[config.mk]
export PLATFORM = sky130hd
export DESIGN_NAME = mul_seq_hilo
export DESIGN_NICKNAME = d
export VERILOG_FILES = /design/src/rtl/mul_seq_hilo.sv
export SDC_FILE = /design/constraint.sdc
export NUM_CORES = 1
export LEC_CHECK = 0
export CORE_AREA = 2 2 140 142
export CTS_CLUSTER_SIZE = 40
export DETAILED_ROUTE_END_ITERATION = 12
export DIE_AREA = 0 0 142 144
export PLACE_DENSITY = 0.89
export SETUP_SLACK_MARGIN = 0.1
export SLEW_MARGIN = 20
export SYNTH_ARGS = -nofsm -noshare
export SYNTH_HDL_FRONTEND = slang
export SYNTH_SLANG_ARGS = --single-unit
[constraint.sdc]
create_clock -name clk -period 10.5 [get_ports clk]
set_input_delay 1.575 -clock clk [delete_from_list [all_inputs] [get_ports clk]]
set_output_delay 1.575 -clock clk [all_outputs]
set_load 0.02 [all_outputs]
[src/rtl/mul_seq_hilo.sv]
// Iterative shift-and-add MULT/MULTU unit writing a 2*WIDTH-bit product into HI/LO.
// Optional MUL_ZERO_SKIP_EN: a zero operand bypasses the iterations and finishes in one cycle.
module mul_seq_hilo #(
  parameter int unsigned WIDTH = 32
) (
  input  logic             clk,
  input  logic             rst,
  input  logic             start,
  input  logic             sign,
  input  logic [WIDTH-1:0] A,
  input  logic [WIDTH-1:0] B,
  output logic             busy,
  output logic             done,
  output logic [WIDTH-1:0] hi,
  output logic [WIDTH-1:0] lo
);

  typedef enum logic [1:0] {
    S_IDLE = 2'd0,
    S_CALC = 2'd1,
    S_SIGN = 2'd2
  } state_e;

  localparam int unsigned    CW   = $clog2(WIDTH + 1);
  localparam logic [CW-1:0]  LAST = CW'(WIDTH - 1);

  // Same operation as ADC32: {carry, sum} = a + b + cin.
  function automatic logic [WIDTH:0] adc(input logic [WIDTH-1:0] a,
                                         input logic [WIDTH-1:0] b,
                                         input logic             cin);
    return {1'b0, a} + {1'b0, b} + {{WIDTH{1'b0}}, cin};
  endfunction

  state_e            state_q, state_d;
  logic [WIDTH-1:0]  acc_hi_q, acc_hi_d;
  logic [WIDTH-1:0]  acc_lo_q, acc_lo_d;
  logic [WIDTH-1:0]  mcand_q, mcand_d;
  logic              neg_q, neg_d;
  logic [CW-1:0]     count_q, count_d;
  logic              busy_q, busy_d;
  logic              done_q, done_d;
  logic [WIDTH-1:0]  hi_q, hi_d;
  logic [WIDTH-1:0]  lo_q, lo_d;

  logic [WIDTH-1:0]  mag_a, mag_b;
  logic [WIDTH:0]    step;
  logic [WIDTH:0]    lo_fix;
  logic [WIDTH-1:0]  hi_fix;

  always_comb begin
    mag_a = (sign && A[WIDTH-1]) ? WIDTH'(adc(~A, '0, 1'b1)) : A;
    mag_b = (sign && B[WIDTH-1]) ? WIDTH'(adc(~B, '0, 1'b1)) : B;
    // Adding zero when the multiplier LSB is clear leaves acc_hi intact with c=0.
    step   = adc(acc_hi_q, acc_lo_q[0] ? mcand_q : '0, 1'b0);
    lo_fix = adc(neg_q ? ~acc_lo_q : acc_lo_q, '0, neg_q);
    hi_fix = WIDTH'(adc(neg_q ? ~acc_hi_q : acc_hi_q, '0, lo_fix[WIDTH]));
  end

  always_comb begin
    state_d  = state_q;
    acc_hi_d = acc_hi_q;
    acc_lo_d = acc_lo_q;
    mcand_d  = mcand_q;
    neg_d    = neg_q;
    count_d  = count_q;
    busy_d   = busy_q;
    done_d   = 1'b0;
    hi_d     = hi_q;
    lo_d     = lo_q;
    unique case (state_q)
      S_IDLE: begin
        if (start) begin
          mcand_d  = mag_a;
          acc_lo_d = mag_b;
          acc_hi_d = '0;
          neg_d    = sign & (A[WIDTH-1] ^ B[WIDTH-1]);
          count_d  = '0;
          busy_d   = 1'b1;
          state_d  = S_CALC;
`ifdef MUL_ZERO_SKIP_EN
          if (A == '0 || B == '0) begin
            acc_lo_d = '0;
            neg_d    = 1'b0;
            state_d  = S_SIGN;
          end
`endif
        end
      end
      S_CALC: begin
        acc_hi_d = {step[WIDTH], step[WIDTH-1:1]};
        acc_lo_d = {step[0], acc_lo_q[WIDTH-1:1]};
        count_d  = count_q + CW'(1);
        if (count_q == LAST) state_d = S_SIGN;
      end
      S_SIGN: begin
        lo_d    = lo_fix[WIDTH-1:0];
        hi_d    = hi_fix;
        done_d  = 1'b1;
        busy_d  = 1'b0;
        state_d = S_IDLE;
      end
      default: state_d = S_IDLE;
    endcase
  end

  always_ff @(posedge clk) begin
    if (rst) begin
      state_q  <= S_IDLE;
      acc_hi_q <= '0;
      acc_lo_q <= '0;
      mcand_q  <= '0;
      neg_q    <= 1'b0;
      count_q  <= '0;
      busy_q   <= 1'b0;
      done_q   <= 1'b0;
      hi_q     <= '0;
      lo_q     <= '0;
    end else begin
      state_q  <= state_d;
      acc_hi_q <= acc_hi_d;
      acc_lo_q <= acc_lo_d;
      mcand_q  <= mcand_d;
      neg_q    <= neg_d;
      count_q  <= count_d;
      busy_q   <= busy_d;
      done_q   <= done_d;
      hi_q     <= hi_d;
      lo_q     <= lo_d;
    end
  end

  assign busy = busy_q;
  assign done = done_q;
  assign hi   = hi_q;
  assign lo   = lo_q;

endmodule

==> results by stage <==
Timing:
- The count of endpoints failing hold in the final timing report came to 0.
- Subtracting the final worst setup slack from the clock period gives 5.07 ns.
- Setup repair after global routing left no endpoint under its margin.
- The max-slew violation total from the final report is 0.
- For the pin with the worst max-slew slack, the measured transition is 1.03 ns.
- The final clock period utilization by the worst path is 48.3%.
- The setup-violating endpoint count in the final report is 0.
- The total negative slack is 0 ns.
- The worst pin sits at a relative slew slack of 31.3%.
- Based on the critical path, the design can be clocked at up to 0.197 GHz.
- On the final layout, the worst clock skew is 0.00782 ns.
- The worst-case hold slack is 0.453 ns.

Pwr:
- The combinational cell fraction of total power is 14.6%.
- The net switching power is 0.434 mW.
- The sequential power share is 46.6%.
- The share of total power consumed by net switching is 28.6%.
- The maximum vdd ir drop is 0.115 mV.
- The leakage power total is 4.99 nW.
- The share of total power dissipated in the clock network is 38.8%.
- The power per standard cell area is 114 nW/um^2.
- The internal portion of the total power is 1.09 mW.

Routing:
- The first routing iteration left 1133 violations.
- The number of nets still failing antenna checks after routing is 0.
- The first-pass detailed-route iteration total is 5.
- Dividing the detail-routed wire length by the instance count gives 16.7 um.
- The post-detailed-routing wire length is 30100 um.
- After detailed routing, the number of remaining DRC violations is 0.
- The number of vias per cell is 6.19.
- The overall via count from detail_route is 11.2k.

Die:
- The x dimension of the die is 142 um.
- After floorplanning, the core was divided into 51 placement rows.
- The die area is 20400 sq um.
- The floorplan step defined a core boundary enclosing 19100 sq um.
- The floorplan step set the die height to 144 um.
- The number of I/O pins is 134.
- The initial core utilization is 60.1%.

Setup path:
- In this run the register-to-register setup slack is 5.43 ns.
- The required time at the worst-slack endpoint is 10.80 ns.
- The arrival time of the worst setup path is 5.38 ns.
- The start of the worst register-to-register path is neg_q.
- The number of buffer and inverter stages on the critical path is 1.
- Along the worst path, the maximum fanout reaches 71.
- The number of cells on the worst reg-to-reg path is 14.
- The largest incremental delay on the critical path is 0.65 ns.
- STA classifies the critical path startpoint as a flop.
- The worst setup path is of the reg2reg kind.
- The end of the worst register-to-register path is hi[28].
- The standard cell with the maximum stage delay on the critical path is sky130_fd_sc_hd__buf_4.
- The cell that appears most often on the critical path is sky130_fd_sc_hd__ha_1.
- The critical path capture point type is a flop.
- Walking the worst path, the cells encountered are buf_4 -> or4b_2 -> nand2_1 -> nand2_2 -> nor3_1 -> a21boi_0 -> ha_1 -> ha_1 -> o221ai_1 -> nor4_2 -> nand3_1 -> mux2i_1 -> xor2_1 -> o21ai_0.
- The gate family responsible for the most delay along the worst path is simple AND/OR/NAND/NOR gates.

Finish:
- The antenna cell count is 0.
- After the last flow step, the layout net total stands at 1660.
- The sequential cell area is 3430 sq um.
- The area growth from synthesis to layout is 16.5%.
- The multi-input combinational cell area is 7550 sq um.
- The number of standard cells in the layout, taps in and fillers out is 1803.
- The share of cells above drive strength 1 is 5.05%.
- The layout has 1492 filler cells.

Synthesis:
- The share of the synthesized area in compound gates (AO/OA/AOI/OAI) is 24.4%.
- Summed over its instances, the top area cell type makes up 29.8% of the synthesized netlist area.
- The sequential fraction of the synthesis area is 29.8%.
- The register bit count reported by yosys is 171.
- Synthesis instantiated 79 different standard cells from the library.
- Counting flops with a built-in enable in the synthesized netlist gives 0.
- The biggest area contributor in the post-synthesis netlist is sky130_fd_sc_hd__dfxtp_1.
- The total standard cell area after synthesis is 11500 sq um.
- The fraction of the mapped netlist area in simple logic gates is 23.0%.
- The total number of yosys warnings is 0.
- The xor/xnor share of the synthesized area is 11.9%.
- The adder and majority gate portion of the synthesized area is 4.43%.
- In this run the mean area of a mapped cell was 7.71 sq um.
- Multiplexer cells account for 1.91% of the synthesized area.
- In the synthesized netlist, the number of instances is 1487.
- Counting flops with an async set or reset pin after synthesis yields a share of 0%.
- The commonest register cell after synthesis is sky130_fd_sc_hd__dfxtp_1.
- After synthesis, the largest family of logic cells by area is compound AO/OA/AOI/OAI gates.
- Counting every net in the synthesized netlist gives 1595.
- Yosys attributes the largest share of cell area to sky130_fd_sc_hd__dfxtp_1, sky130_fd_sc_hd__xnor2_1, sky130_fd_sc_hd__nand2_1, sky130_fd_sc_hd__a21oi_1, sky130_fd_sc_hd__xor2_1.

Clocking:
- For this design, the CTS-stage hold fixing added 0 buffers.
- Buffers inserted during clock tree synthesis total 17.
- The clock tree from TritonCTS is built.
- The clock tree root buffer cell is sky130_fd_sc_hd__clkbuf_16.
- The maximum root-to-sink buffer count is 2.
- For this design, the sink count on the clock tree is 171.
- The H-tree generated during clock tree synthesis spans 4 levels.
- The insertion delay of the later-clocked pin in the worst-skew pair is 0.44 ns.
- The total of cells resized after clock tree synthesis is 0.
- The post-CTS clock slew at the launch and capture registers of the worst setup and hold paths is 0.07 ns.
- The post-CTS setup buffer count is 0.

Place:
- After detailed placement, the design holds a cell count of 1771.
- The detailed placer's ending HPWL is 21800 um.
- The final estimated routing congestion in global placement is 1.01.
- The number of buffer cells added on primary ports is 133.

Global route:
- The global-route wire length before repair is 48900 um.
- The initial antenna violation count came to 0.
- The maximum number of pins on one net before global-route repair is 91.
- The final global-route overflow total is 0.
- The via count of the first global-routing pass is 9720.
- Across every metal layer, demand over resource in global routing totals 29.2%.

Min path:
- The path class of the tightest hold or removal check is reg2reg.
- For hold timing, the worst endpoint is lo[30].
- The source of the worst hold timing path is lo[30].
- The worst hold path was traced through 2 stages.

Status:
- The flow ran to the end, and the final reports show no timing, DRC or antenna violations.

Flow run:
- The max capacitance violation total is 0.
-- metrics by stage --
stage                     cell area (sq um)  worst slack, ns  total power [mW]  utilization, %
after floorplan                       11500             5.77             0.860               -
after global placement                12800             5.74             0.929            67.2
after detailed placement              12800             5.55             0.938            67.2
after CTS                             13400             5.51              1.52            70.1
after global routing                  13400             4.96              1.57            70.1
final                                 13400             5.43              1.52            70.1
-- power by group through the flow --
stage / logic (mW) / clock network, mW / registers, mW
global placement: 0.211 / 0 / 0.718
finish: 0.222 / 0.590 / 0.708
CTS: 0.219 / 0.593 / 0.706
detailed placement: 0.218 / 0 / 0.720
global route: 0.244 / 0.619 / 0.711
floorplan: 0.158 / 0 / 0.702
-- layer usage --
layer  wire, um  global-route usage (%)  part of all wire [%]  vias to the layer above
met3       2570                    4.50                   8.6                       48
met1      14000                    43.0                    47                     5121
met4        570                    8.42                   1.9                        0
met2      12900                    44.2                    43                      518
li1           -                       -                     -                     5475
met5          0                       0                     0                        -
-- area by class of cell --
| type | count | share of cell area (%) |
|---|---|---|
| sequential | 171 | 25.6 |
| multi-input combinational | 1181 | 56.5 |
| inverter | 39 | 1.10 |
| timing repair buffer | 142 | 10.4 |
| clock buffer | 21 | 3.45 |
| clock inverter | 11 | 0.646 |
| tap | 238 | 2.23 |
-- logic make-up (layout without fill, tap and decap cells) --
| family | Yosys count | after routing |
|---|---|---|
| AOI/OAI and AO/OA | 443 | 443 |
| buffers and inverters | 135 | 213 |
| DFF | 171 | 171 |
| adders and majority gates | 40 | 40 |
| and+or+nand+nor | 521 | 521 |
| xor gates and xnor gates | 156 | 156 |
| muxes | 21 | 21 |
-- cells in the mapped netlist, types with 21 or more instances --
master,number
sky130_fd_sc_hd__nand2_1,189
sky130_fd_sc_hd__inv_1,38
sky130_fd_sc_hd__nor3_1,28
sky130_fd_sc_hd__xnor2_1,82
sky130_fd_sc_hd__dfxtp_1,171
sky130_fd_sc_hd__a211oi_1,38
sky130_fd_sc_hd__ha_1,39
sky130_fd_sc_hd__a21oi_1,130
sky130_fd_sc_hd__clkbuf_1,82
sky130_fd_sc_hd__a22oi_1,28
sky130_fd_sc_hd__o21ai_0,106
sky130_fd_sc_hd__nand3_1,31
sky130_fd_sc_hd__xor2_1,74
sky130_fd_sc_hd__and2_1,37
sky130_fd_sc_hd__a21o_1,21
sky130_fd_sc_hd__nor2_1,106
-- cell usage in the layout (no fill, tap or decap), types with 14 or more instances in the layout --
master	n
sky130_fd_sc_hd__nand2_1	189
sky130_fd_sc_hd__dfxtp_1	170
sky130_fd_sc_hd__clkdlybuf4s50_1	132
sky130_fd_sc_hd__a21oi_1	129
sky130_fd_sc_hd__o21ai_0	106
sky130_fd_sc_hd__nor2_1	105
sky130_fd_sc_hd__xnor2_1	82
sky130_fd_sc_hd__xor2_1	74
sky130_fd_sc_hd__ha_1	39
sky130_fd_sc_hd__inv_1	38
sky130_fd_sc_hd__a211oi_1	38
sky130_fd_sc_hd__and2_1	37
sky130_fd_sc_hd__nand3_1	31
sky130_fd_sc_hd__a22oi_1	28
sky130_fd_sc_hd__nor3_1	27
sky130_fd_sc_hd__a21o_1	21
sky130_fd_sc_hd__nand4_1	17
sky130_fd_sc_hd__a31oi_1	17
sky130_fd_sc_hd__clkbuf_16	17
sky130_fd_sc_hd__mux2i_1	16
sky130_fd_sc_hd__o22ai_1	15
sky130_fd_sc_hd__o31ai_1	15
sky130_fd_sc_hd__nand2b_1	14
-- worst max path at each step --
stage | startpoint | to | slack [ns] | cells past startpoint
6_report | neg_q | hi[28] | 5.43 | 14
5_1_grt | acc_lo_q[0] | hi[28] | 4.96 | 16
4_1_cts | acc_lo_q[0] | hi[28] | 5.51 | 16
3_5_place_dp | neg_q | hi[28] | 5.55 | 14
3_3_place_gp | neg_q | hi[28] | 5.74 | 14
2_1_floorplan | neg_q | hi[28] | 5.77 | 19
-- worst reg2reg max path: stages (launching register included) --
cell and delay (ns):
sky130_fd_sc_hd__dfxtp_4 0.59, sky130_fd_sc_hd__buf_4 0.66, sky130_fd_sc_hd__or4b_2 0.66, sky130_fd_sc_hd__nand2_1 0.12, sky130_fd_sc_hd__nand2_2 0.13, sky130_fd_sc_hd__nor3_1 0.31, sky130_fd_sc_hd__a21boi_0 0.24, sky130_fd_sc_hd__ha_1 0.26
sky130_fd_sc_hd__ha_1 0.29, sky130_fd_sc_hd__o221ai_1 0.33, sky130_fd_sc_hd__nor4_2 0.59, sky130_fd_sc_hd__nand3_1 0.26, sky130_fd_sc_hd__mux2i_1 0.23, sky130_fd_sc_hd__xor2_1 0.17, sky130_fd_sc_hd__o21ai_0 0.09
-- registers in the layout, summed over array words and instances (netlist names) --
name / flops
count_q: 6
mcand_q: 32
lo: 32
acc_hi_q: 32
busy: 1
done: 1
state_q: 2
neg_q: 1
acc_lo_q: 32
hi: 32
Note: power is estimated with default switching activity, not from simulation.
